### src/rtl/pipeline_pkg.sv
// Shared IF/ID pipeline definitions: default data width, bubble instruction and field grouping.
// Reused by the ID stage so both sides agree on the register layout.
package pipeline_pkg;

  localparam int          DBITS_DEF    = 32;
  localparam logic [31:0] NOP_INST_DEF = 32'h0000_0000;

  typedef struct packed {
    logic [DBITS_DEF-1:0] br_base_offset;
    logic [DBITS_DEF-1:0] pc_incremented;
    logic [DBITS_DEF-1:0] inst_word;
    logic                 prediction;
  } if_id_t;

  function automatic if_id_t if_id_bubble();
    if_id_t r_b;
    r_b                = '0;
    r_b.inst_word      = NOP_INST_DEF;
    return r_b;
  endfunction

endpackage

### src/rtl/pipe_dff.sv
// Generic WIDTH-bit flop with asynchronous active-low clear and load enable.
// Latency 1 cycle; i_en low holds the stored value indefinitely.
module pipe_dff #(
  parameter int WIDTH = 32
) (
  input  logic             clk,
  input  logic             rst_n,
  input  logic             i_en,
  input  logic [WIDTH-1:0] i_d,
  output logic [WIDTH-1:0] o_q
);

  logic [WIDTH-1:0] r_q;

  always_ff @(posedge clk or negedge rst_n) begin
    if (!rst_n) begin
      r_q <= '0;
    end else if (i_en) begin
      r_q <= i_d;
    end
  end

  assign o_q = r_q;

endmodule

### src/rtl/if_pipe_reg.sv
// IF->ID pipeline register: four fields, one shared enable and async active-low clear.
// Latency 1 cycle; IF_wrt_en low stalls (holds). IFREG_FLUSH_EN adds IF_flush to load a NOP bubble.
module if_pipe_reg
  import pipeline_pkg::*;
#(
  parameter int               DBITS    = DBITS_DEF,
  parameter logic [DBITS-1:0] NOP_INST = NOP_INST_DEF
) (
  input  logic             clk,
  input  logic             reset,
  input  logic             IF_wrt_en,
`ifdef IFREG_FLUSH_EN
  input  logic             IF_flush,
`endif
  input  logic [DBITS-1:0] brBaseOffset,
  input  logic [DBITS-1:0] pcIncremented,
  input  logic [DBITS-1:0] instWord,
  input  logic             prediction,
  output logic [DBITS-1:0] IF_brBaseOffset,
  output logic [DBITS-1:0] IF_pcIncremented,
  output logic [DBITS-1:0] IF_instWord,
  output logic             IF_prediction
);

  logic             w_en;
  logic [DBITS-1:0] w_bbo_d;
  logic [DBITS-1:0] w_pci_d;
  logic [DBITS-1:0] w_inst_d;
  logic             w_pred_d;

`ifdef IFREG_FLUSH_EN
  // Flush forces a load even while stalled so the bubble always lands.
  assign w_en     = IF_wrt_en | IF_flush;
  assign w_bbo_d  = IF_flush ? '0       : brBaseOffset;
  assign w_pci_d  = IF_flush ? '0       : pcIncremented;
  assign w_inst_d = IF_flush ? NOP_INST : instWord;
  assign w_pred_d = IF_flush ? 1'b0     : prediction;
`else
  assign w_en     = IF_wrt_en;
  assign w_bbo_d  = brBaseOffset;
  assign w_pci_d  = pcIncremented;
  assign w_inst_d = instWord;
  assign w_pred_d = prediction;
`endif

  pipe_dff #(.WIDTH(DBITS)) u_bbo (
    .clk   (clk),
    .rst_n (reset),
    .i_en  (w_en),
    .i_d   (w_bbo_d),
    .o_q   (IF_brBaseOffset)
  );

  pipe_dff #(.WIDTH(DBITS)) u_pci (
    .clk   (clk),
    .rst_n (reset),
    .i_en  (w_en),
    .i_d   (w_pci_d),
    .o_q   (IF_pcIncremented)
  );

  pipe_dff #(.WIDTH(DBITS)) u_inst (
    .clk   (clk),
    .rst_n (reset),
    .i_en  (w_en),
    .i_d   (w_inst_d),
    .o_q   (IF_instWord)
  );

  pipe_dff #(.WIDTH(1)) u_pred (
    .clk   (clk),
    .rst_n (reset),
    .i_en  (w_en),
    .i_d   (w_pred_d),
    .o_q   (IF_prediction)
  );

endmodule

### config.mk
export PLATFORM = sky130hd
export DESIGN_NAME = if_pipe_reg
export DESIGN_NICKNAME = d
export VERILOG_FILES = /design/src/rtl/pipeline_pkg.sv /design/src/rtl/pipe_dff.sv /design/src/rtl/if_pipe_reg.sv
export SDC_FILE = /design/constraint.sdc
export NUM_CORES = 1
export LEC_CHECK = 0
export BUFFER_PORTS_ARGS = -buffer_cell sky130_fd_sc_hd__buf_2
export CAP_MARGIN = 15
export CORE_ASPECT_RATIO = 1.4
export CORE_MARGIN = 2
export CORE_UTILIZATION = 46
export CTS_BUF_LIST = sky130_fd_sc_hd__clkbuf_4 sky130_fd_sc_hd__clkbuf_8
export DETAILED_ROUTE_END_ITERATION = 16
export PLACE_DENSITY = 0.82
export SETUP_SLACK_MARGIN = 0.1
export SYNTH_ARGS = -nofsm -noshare
export SYNTH_HDL_FRONTEND = slang
export SYNTH_SLANG_ARGS = --single-unit
### constraint.sdc
create_clock -name clk -period 0.96 [get_ports clk]
set_input_delay 0 -clock clk [delete_from_list [all_inputs] [get_ports clk]]
set_output_delay 0 -clock clk [all_outputs]
set_load 0.01 [all_outputs]
==> results of run 1 <==
## worst paths after layout
kind	slack, ns	depth (start not counted)	to	start
setup / recovery	0.01	2	u_pci.o_q[18]$_DFFE_PN0P_	u_pci.o_q[18]$_DFFE_PN0P_
hold / removal	0.03	2	u_inst.o_q[21]$_DFFE_PN0P_	IF_wrt_en
setup reg to reg	0.01	2	u_pci.o_q[18]$_DFFE_PN0P_	u_pci.o_q[18]$_DFFE_PN0P_
hold reg to reg	0.51	1	u_pci.o_q[3]$_DFFE_PN0P_	u_pci.o_q[3]$_DFFE_PN0P_
max in group asynchronous	0.36	3	u_pci.o_q[9]$_DFFE_PN0P_	reset
min in group asynchronous	0.09	2	u_pci.o_q[29]$_DFFE_PN0P_	reset
## cell usage in the layout (no fill, tap or decap)
| cell | synthesis | final |
|---|---|---|
| buf_2 | 6 | 172 |
| dlygate4sd3_1 | 0 | 98 |
| dfrtp_1 | 97 | 97 |
| mux2_2 | 67 | 66 |
| mux2_4 | 30 | 31 |
| buf_6 | 5 | 29 |
| buf_4 | 0 | 27 |
| clkbuf_8 | 0 | 13 |
| buf_12 | 0 | 5 |
| clkbuf_4 | 0 | 2 |
| clkinvlp_4 | 0 | 1 |
## power by group
part	leakage (nW)	switching, W	internal, W
Clock	0.103	0.00131	0.00129
Combinational	1.95	0.000890	0.00143
Sequential	1.13	0.000264	0.00449
## through the flow
stage               cells  setup WS (ns)  total power [W]
detailed placement    498         0.0407          0.00641
global placement      498         0.0525          0.00634
finish                641         0.0103          0.00967
global route          641        -0.0109           0.0101
floorplan             205          0.154          0.00557
CTS                   628         0.0368          0.00941
## state kept, by name, indices dropped and copies added, names as in the netlist
register and cells:
u_bbo.o_q 32, u_inst.o_q 32, u_pci.o_q 32, u_pred.o_q 1
## cell families (layout without fill, tap and decap cells)
family	count (synthesis)	count (layout)	share of synthesized area, %
multiplexers	97	97	32.4
flip-flops	97	97	65.3
buffers and inverters	11	347	2.32
## what timing repair did
action | 4_1_cts | 5_1_grt
gates resized for setup | 4 | 27
setup buffers | 16 | 13
setup endpoints to repair | 97 | 113
hold buffers | 98 | 0
endpoints found under the hold margin | 194 | 0
## cell type report
| cell class | count | area share, % |
|---|---|---|
| Tap cell | 100 | 1.94 |
| Clock buffer | 15 | 3.01 |
| Sequential cell | 97 | 37.7 |
| Clock inverter | 1 | 0.117 |
| Multi-Input combinational cell | 97 | 18.8 |
| Timing Repair Buffer | 331 | 38.4 |
## per-layer routing
| layer | vias up | wire length (um) | GRT usage, % |
|---|---|---|---|
| met5 | - | 0 | 0 |
| met4 | 0 | 277 | 11.7 |
| met3 | 21 | 644 | 4.56 |
| met2 | 141 | 6640 | 45.1 |
| met1 | 1556 | 4110 | 25.1 |
| li1 | 1381 | - | - |
==> flow_metrics.env, run 1 <==
export IMPL_syn2layout_area_growth_pct=73.0
export IMPL_synth_top_area_share_pct=65.3
export IMPL_p_leak_nw=3.19
export IMPL_critPathRequiredTime_ns=1.21
export IMPL_synth_flop_cell="dfrtp_1"
export IMPL_dp_hpwl_um=6080
export IMPL_synth_edf_count=0
export IMPL_min_path_type="input port to flop"
export IMPL_avgSynthCellArea_um2=18.1
export IMPL_synthCells=205
export IMPL_synth_area_leader_cell="dfrtp_1"
export IMPL_gp_congestion=0.698
export IMPL_numCtsBuffers=9
export IMPL_drtIter0Drc=187
export IMPL_max_slew_margin_pct=79.0
export IMPL_wirelength_um=11700
export IMPL_max_cap_viol_count=0
export IMPL_antenna_found_initial=0
export IMPL_insertion_delay_ns=0.36
export IMPL_syn_num_nets=305
export IMPL_crit_path_start_kind="flop"
export IMPL_num_vias=3099
export IMPL_crit_fanout=2
export IMPL_core_area_um2=7800
export IMPL_first_pass_iters=4
export IMPL_cp_top_family="flip-flops"
export IMPL_die_w_um=80.0
export IMPL_cts_sinks=97
export IMPL_start_util_pct=47.7
export IMPL_critPathBufInv=1
export IMPL_min_period_ns=0.950
export IMPL_ys_ff_latch=97
export IMPL_finalHoldViolations=0
export IMPL_tightest_slew_ns=0.315
export IMPL_final_cell_area_um2=6430
export IMPL_htreeDepth=3
export IMPL_drv_slew=0
export IMPL_cts_root_buffer="clkbuf_8"
export IMPL_end_kind="flop"
export IMPL_route_detailed_drc=0
export IMPL_fp_dieH_um=110
export IMPL_grt_pass1_wl_um=15600
export IMPL_synthTopCellsByCount="dfrtp_1, mux2_2, mux2_4, buf_2, buf_6"
export IMPL_skew_ns=0
export IMPL_crit_type="flop to flop"
export IMPL_max_freq_ghz=1.05
export IMPL_ys_top_cells_by_area="dfrtp_1, mux2_2, mux2_4"
export IMPL_path_clk_slew_ns=0.09
export IMPL_setup_violations=0
export IMPL_slowest_stage="dfrtp_1"
export IMPL_grt_max_degree=40
export IMPL_ir_drop_mv=1.21
export IMPL_fp_row_count=38
export IMPL_grt_setup_unrepaired="true"
export IMPL_ant_nets=0
export IMPL_cp_cell_sequence="buf_4, mux2_2"
export IMPL_cts_tree="done"
export IMPL_async_flop_share_pct=100
export IMPL_num_antenna_cells=0
export IMPL_layout_nets=636
export IMPL_outcome="complete, no violations"
export IMPL_mappedNetlistArea_um2=3720
export IMPL_grt_pass1_vias=3261
export IMPL_grt_use_total_pct=23.9
export IMPL_tns_ns=0
export IMPL_drive_gt1_share_pct=64.0
export IMPL_num_io_pins=197
export IMPL_viasPerCell=4.83
export IMPL_period_share_pct=98.9
export IMPL_grt_overflow=0
export IMPL_seq_area_um2=2430
export IMPL_dieArea_um2=8830
export IMPL_timing_hold_ws_ns=0.0310
export IMPL_crit_path_max_incr_delay_ns=0.42
export IMPL_io_buffers=196
export IMPL_fillers=399
export IMPL_synth_cell_types=5
export IMPL_p_per_area_nw_per_um2=1500
export IMPL_worstPathArrival_ns=1.20
export IMPL_cts_buffer_depth=2
export IMPL_yosysMostFrequentCell="dfrtp_1"
export IMPL_wl_per_cell_um=18.2
export IMPL_ys_seq_area_share_pct=65.3
export IMPL_synth_warnings=0
export IMPL_multiInputGateArea_um2=1210
export IMPL_utilization_pct=82.5
export IMPL_placed_cell_area_um2=4870
No activity file was read; power rests on OpenSTA's default activity.
==> run 2, diff against run 1 <==
--- a/config.mk
+++ b/config.mk
@@ -5,12 +5,12 @@
 export SDC_FILE = /design/constraint.sdc
 export NUM_CORES = 1
 export LEC_CHECK = 0
-export BUFFER_PORTS_ARGS = -buffer_cell sky130_fd_sc_hd__buf_2
+export BUFFER_PORTS_ARGS = -buffer_cell sky130_fd_sc_hd__buf_4
 export CAP_MARGIN = 15
 export CORE_ASPECT_RATIO = 1.4
 export CORE_MARGIN = 2
 export CORE_UTILIZATION = 46
-export CTS_BUF_LIST = sky130_fd_sc_hd__clkbuf_4 sky130_fd_sc_hd__clkbuf_8
+export CTS_BUF_LIST = sky130_fd_sc_hd__clkbuf_8
 export DETAILED_ROUTE_END_ITERATION = 16
 export PLACE_DENSITY = 0.82
 export SETUP_SLACK_MARGIN = 0.1
==> flow_metrics.env, run 2 (synthesis results as in run 1) <==
export IMPL_grt_max_degree=47
export IMPL_max_freq_ghz=1.01
export IMPL_min_period_ns=0.989
export IMPL_cts_root_buffer="clkbuf_8"
export IMPL_max_cap_viol_count=0
export IMPL_crit_type="flop to flop"
export IMPL_setup_violations=4
export IMPL_fp_dieH_um=110
export IMPL_p_per_area_nw_per_um2=1500
export IMPL_route_detailed_drc=0
export IMPL_cts_tree="done"
export IMPL_cts_buffer_depth=2
export IMPL_p_leak_nw=3.40
export IMPL_cts_sinks=97
export IMPL_die_w_um=80.0
export IMPL_viasPerCell=4.89
export IMPL_drv_slew=0
export IMPL_core_area_um2=7800
export IMPL_outcome="finished with violations"
export IMPL_htreeDepth=3
export IMPL_tightest_slew_ns=0.387
export IMPL_drtIter0Drc=195
export IMPL_violations="setup timing"
export IMPL_utilization_pct=90.8
export IMPL_layout_nets=622
export IMPL_wl_per_cell_um=22.6
export IMPL_dpl_worst_slack_ns=0.0354
export IMPL_fp_row_count=38
export IMPL_dieArea_um2=8830
export IMPL_finalHoldViolations=0
export IMPL_ant_nets=0
export IMPL_end_kind="flop"
export IMPL_critPathRequiredTime_ns=1.22
export IMPL_grt_overflow=0
export IMPL_grt_use_total_pct=31.8
export IMPL_antenna_found_initial=0
export IMPL_min_path_type="input port to async pin"
export IMPL_worstPathArrival_ns=1.25
export IMPL_gp_congestion=0.732
export IMPL_finalWorstSetupSlack_ns=-0.0289
export IMPL_syn2layout_area_growth_pct=90.4
export IMPL_start_util_pct=47.7
export IMPL_grt_pass1_vias=3528
export IMPL_first_pass_iters=4
export IMPL_tns_ns=-0.0853
export IMPL_skew_ns=0
export IMPL_final_cell_mix="buf_6, buf_4, dlygate4sd3_1"
export IMPL_num_antenna_cells=0
export IMPL_final_cell_area_um2=7080
export IMPL_path_clk_slew_ns=0.10
export IMPL_placed_cell_area_um2=5330
export IMPL_insertion_delay_ns=0.37
export IMPL_crit_path_start_kind="flop"
export IMPL_ir_drop_mv=1.66
export IMPL_crit_path_max_incr_delay_ns=0.46
export IMPL_num_vias=3061
export IMPL_slowest_stage="dfrtp_1"
export IMPL_wirelength_um=14100
export IMPL_crit_fanout=2
export IMPL_period_share_pct=103
export IMPL_num_io_pins=197
export IMPL_io_buffers=196
export IMPL_dp_hpwl_um=6530
export IMPL_numCtsBuffers=9
export IMPL_max_slew_margin_pct=74.2
export IMPL_final_common_cell="buf_6"
export IMPL_cp_cell_sequence="buf_6, mux2_4"
export IMPL_drive_gt1_share_pct=62.5
export IMPL_grt_setup_unrepaired="true"
export IMPL_grt_pass1_wl_um=20100
run 2: stage by stage:
step	std cells	total power, W	hold slack, ns
CTS	626	0.0103	0.0806
detailed placement	497	0.00676	-0.0564
floorplan	205	0.00557	-0.296
global placement	497	0.00669	-0.0640
global route	626	0.0109	0.115
finish	626	0.0106	0.0972
run 2: path summary, 6_finish.rpt:
path / startpoint / to / slack, ns / cells past startpoint
worst min-delay path: reset / u_bbo.o_q[1]$_DFFE_PN0P_ / 0.1 / 2
worst min register to register: u_inst.o_q[4]$_DFFE_PN0P_ / u_inst.o_q[4]$_DFFE_PN0P_ / 0.54 / 1
worst max-delay path: u_bbo.o_q[2]$_DFFE_PN0P_ / u_bbo.o_q[2]$_DFFE_PN0P_ / -0.03 / 2
worst max register to register: u_bbo.o_q[2]$_DFFE_PN0P_ / u_bbo.o_q[2]$_DFFE_PN0P_ / -0.03 / 2
min in group clk: IF_wrt_en / u_inst.o_q[26]$_DFFE_PN0P_ / 0.12 / 3
max in group asynchronous: reset / u_bbo.o_q[22]$_DFFE_PN0P_ / 0.33 / 3
run 2: cell type report:
cell class | count | area [um^2]
Clock buffer | 10 | 138
Multi-Input combinational cell | 97 | 1230
Fill cell | 282 | 716
Sequential cell | 97 | 2430
Clock inverter | 5 | 72.6
Timing Repair Buffer | 317 | 3090
Tap cell | 100 | 125
run 2: report_power, final:
| group | leakage [nW] | switching [W] | internal, W |
|---|---|---|---|
| combinational | 2.15 | 0.000960 | 0.00185 |
| clock | 0.115 | 0.00145 | 0.00151 |
| sequential | 1.13 | 0.000376 | 0.00449 |
| total | 3.40 | 0.00278 | 0.00785 |
run 2: metal layers:
metal  track usage [%]  vias up  share of wire [%]  wire (um)
li1                  -     1352                  -          -
met1              33.8     1490                 34       4760
met2              58.8      178                 56       7910
met3              7.57       41                6.3        887
met4              14.5        0                4.1        586
met5                 0        -                  0          0
run 2: worst max-delay path, delay by kind of cell (launching register included):
family | cells | cell delay, ns
buffers and inverters | 1 | 0.14
multiplexers | 1 | 0.28
flip-flops | 1 | 0.46
run 2: what timing repair did:
| action | in CTS | in global routing |
|---|---|---|
| gates resized for setup | 97 | 20 |
| hold buffers | 98 | 0 |
| buffers inserted | 16 | 0 |
| setup endpoints to repair | 97 | 113 |
| endpoints found under the hold margin | 194 | 0 |
==> run 3, diff against run 2 <==
--- a/config.mk
+++ b/config.mk
@@ -7,12 +7,14 @@
 export LEC_CHECK = 0
 export BUFFER_PORTS_ARGS = -buffer_cell sky130_fd_sc_hd__buf_4
 export CAP_MARGIN = 15
+export CELL_PAD_IN_SITES_DETAIL_PLACEMENT = 0
+export CELL_PAD_IN_SITES_GLOBAL_PLACEMENT = 1
 export CORE_ASPECT_RATIO = 1.4
 export CORE_MARGIN = 2
-export CORE_UTILIZATION = 46
+export CORE_UTILIZATION = 36
 export CTS_BUF_LIST = sky130_fd_sc_hd__clkbuf_8
 export DETAILED_ROUTE_END_ITERATION = 16
-export PLACE_DENSITY = 0.82
+export PLACE_DENSITY_LB_ADDON = 0.1
 export SETUP_SLACK_MARGIN = 0.1
 export SYNTH_ARGS = -nofsm -noshare
 export SYNTH_HDL_FRONTEND = slang
==> flow_metrics.env, run 3 (synthesis results as in run 1) <==
export IMPL_outcome="complete, no violations"
export IMPL_crit_type="flop to flop"
export IMPL_grt_pass1_vias=3244
export IMPL_fp_row_count=43
export IMPL_period_share_pct=95.9
export IMPL_max_cap_viol_count=0
export IMPL_p_clk_share_pct=28.1
export IMPL_utilization_pct=70.9
export IMPL_p_comb_share_pct=25.5
export IMPL_ant_nets=0
export IMPL_num_vias=2906
export IMPL_tightest_slew_ns=0.381
export IMPL_drive_gt1_share_pct=62.1
export IMPL_wirelength_um=10700
export IMPL_ir_drop_mv=1.12
export IMPL_gp_congestion=0.728
export IMPL_critPathBufInv=1
export IMPL_crit_path_start_kind="flop"
export IMPL_num_antenna_cells=0
export IMPL_io_buffers=196
export IMPL_setup_violations=0
export IMPL_cts_sinks=97
export IMPL_final_common_cell="buf_4"
export IMPL_grt_pass1_wl_um=17000
export IMPL_insertion_delay_ns=0.34
export IMPL_layout_nets=618
export IMPL_wl_per_cell_um=16.2
export IMPL_cts_root_buffer="clkbuf_8"
export IMPL_numCtsBuffers=9
export IMPL_crit_path_max_incr_delay_ns=0.41
export IMPL_critPathRequiredTime_ns=1.20
export IMPL_p_leak_nw=3.38
export IMPL_switching_share_pct=23.9
export IMPL_core_area_um2=10000
export IMPL_max_slew_margin_pct=74.6
export IMPL_grt_max_degree=70
export IMPL_viasPerCell=4.42
export IMPL_min_period_ns=0.921
export IMPL_finalHoldViolations=0
export IMPL_power_switching_w=0.00248
export IMPL_cp_cell_sequence="buf_4, mux2_2"
export IMPL_cp_top_family="flip-flops"
export IMPL_max_freq_ghz=1.09
export IMPL_num_io_pins=197
export IMPL_dp_hpwl_um=6340
export IMPL_fp_dieH_um=124
export IMPL_syn2layout_area_growth_pct=90.7
export IMPL_fillers=681
export IMPL_final_cell_mix="buf_4, buf_6, dlygate4sd3_1"
export IMPL_cts_buffer_depth=2
export IMPL_sequentialPowerShare_pct=46.3
export IMPL_grt_overflow=0
export IMPL_cts_tree="done"
export IMPL_start_util_pct=37.2
export IMPL_skew_ns=0
export IMPL_p_int_w=0.00789
export IMPL_end_kind="flop"
export IMPL_path_clk_slew_ns=0.10
export IMPL_dieArea_um2=11200
export IMPL_dp_cells=533
export IMPL_first_pass_iters=4
export IMPL_drv_slew=0
export IMPL_grt_setup_unrepaired="true"
export IMPL_tns_ns=0
export IMPL_crit_fanout=2
export IMPL_min_path_type="input port to flop"
export IMPL_antenna_found_initial=0
export IMPL_worstPathArrival_ns=1.17
export IMPL_p_per_area_nw_per_um2=1460
export IMPL_route_detailed_drc=0
export IMPL_die_w_um=89.9
export IMPL_drtIter0Drc=74
export IMPL_htreeDepth=3
export IMPL_final_cells=658
export IMPL_slowest_stage="dfrtp_1"
export IMPL_grt_use_total_pct=19.1
run 3: what timing repair did:
action | 4_1_cts | 5_1_grt
gates resized for setup | 97 | 9
setup buffers | 11 | 0
hold buffers | 98 | 0
endpoints found under the hold margin | 194 | 0
setup endpoints to repair | 97 | 108
run 3: layout make-up:
cell class                      instances  area (um^2)  area share (%)
Clock buffer                           11          151            2.13
Clock inverter                          5         71.3            1.01
Timing Repair Buffer                  313         3060            43.2
Tap cell                              135          169            2.38
Multi-Input combinational cell         97         1210            17.1
Sequential cell                        97         2430            34.2
run 3: power groups by stage:
stage	clock network, W	logic, W	registers [W]
3_5_place_dp	0	0.00198	0.00479
3_3_place_gp	0	0.00196	0.00478
6_report	0.00292	0.00265	0.00480
5_1_grt	0.00316	0.00281	0.00486
2_1_floorplan	0	0.000595	0.00497
4_1_cts	0.00302	0.00262	0.00479
run 3: metrics by stage:
step / hold slack [ns] / worst slack [ns] / area, um^2 / power [W]
2_1_floorplan: -0.296 / 0.154 / 3720 / 0.00557
3_5_place_dp: 0.0529 / 0.0393 / 5410 / 0.00677
5_1_grt: 0.0659 / 0.0200 / 7090 / 0.0108
3_3_place_gp: 0.0499 / 0.0782 / 5410 / 0.00674
6_report: 0.0618 / 0.0392 / 7090 / 0.0104
4_1_cts: 0.0551 / 0.0477 / 7060 / 0.0104
run 3: routing by layer:
metal	global-route usage (%)	vias to the layer above	part of all wire [%]
met5	0	-	0
met4	6.15	0	2.0
met3	5.38	15	6.4
met2	34.1	122	53
met1	22.2	1432	38
li1	-	1337	-
run 3: path summary, 6_finish.rpt:
kind / start / to / slack (ns) / depth (start not counted)
setup / recovery: u_pci.o_q[2]$_DFFE_PN0P_ / u_pci.o_q[2]$_DFFE_PN0P_ / 0.04 / 2
hold / removal: IF_wrt_en / u_inst.o_q[29]$_DFFE_PN0P_ / 0.06 / 2
setup reg to reg: u_pci.o_q[2]$_DFFE_PN0P_ / u_pci.o_q[2]$_DFFE_PN0P_ / 0.04 / 2
hold reg to reg: u_pci.o_q[18]$_DFFE_PN0P_ / u_pci.o_q[18]$_DFFE_PN0P_ / 0.54 / 1
max in group asynchronous: reset / u_bbo.o_q[4]$_DFFE_PN0P_ / 0.45 / 3
min in group asynchronous: reset / u_bbo.o_q[7]$_DFFE_PN0P_ / 0.19 / 3
run 3: worst reg2reg max path, stage by stage, from the launching register on:
cell and delay [ns]:
dfrtp_1 0.41, buf_4 0.14, mux2_2 0.26
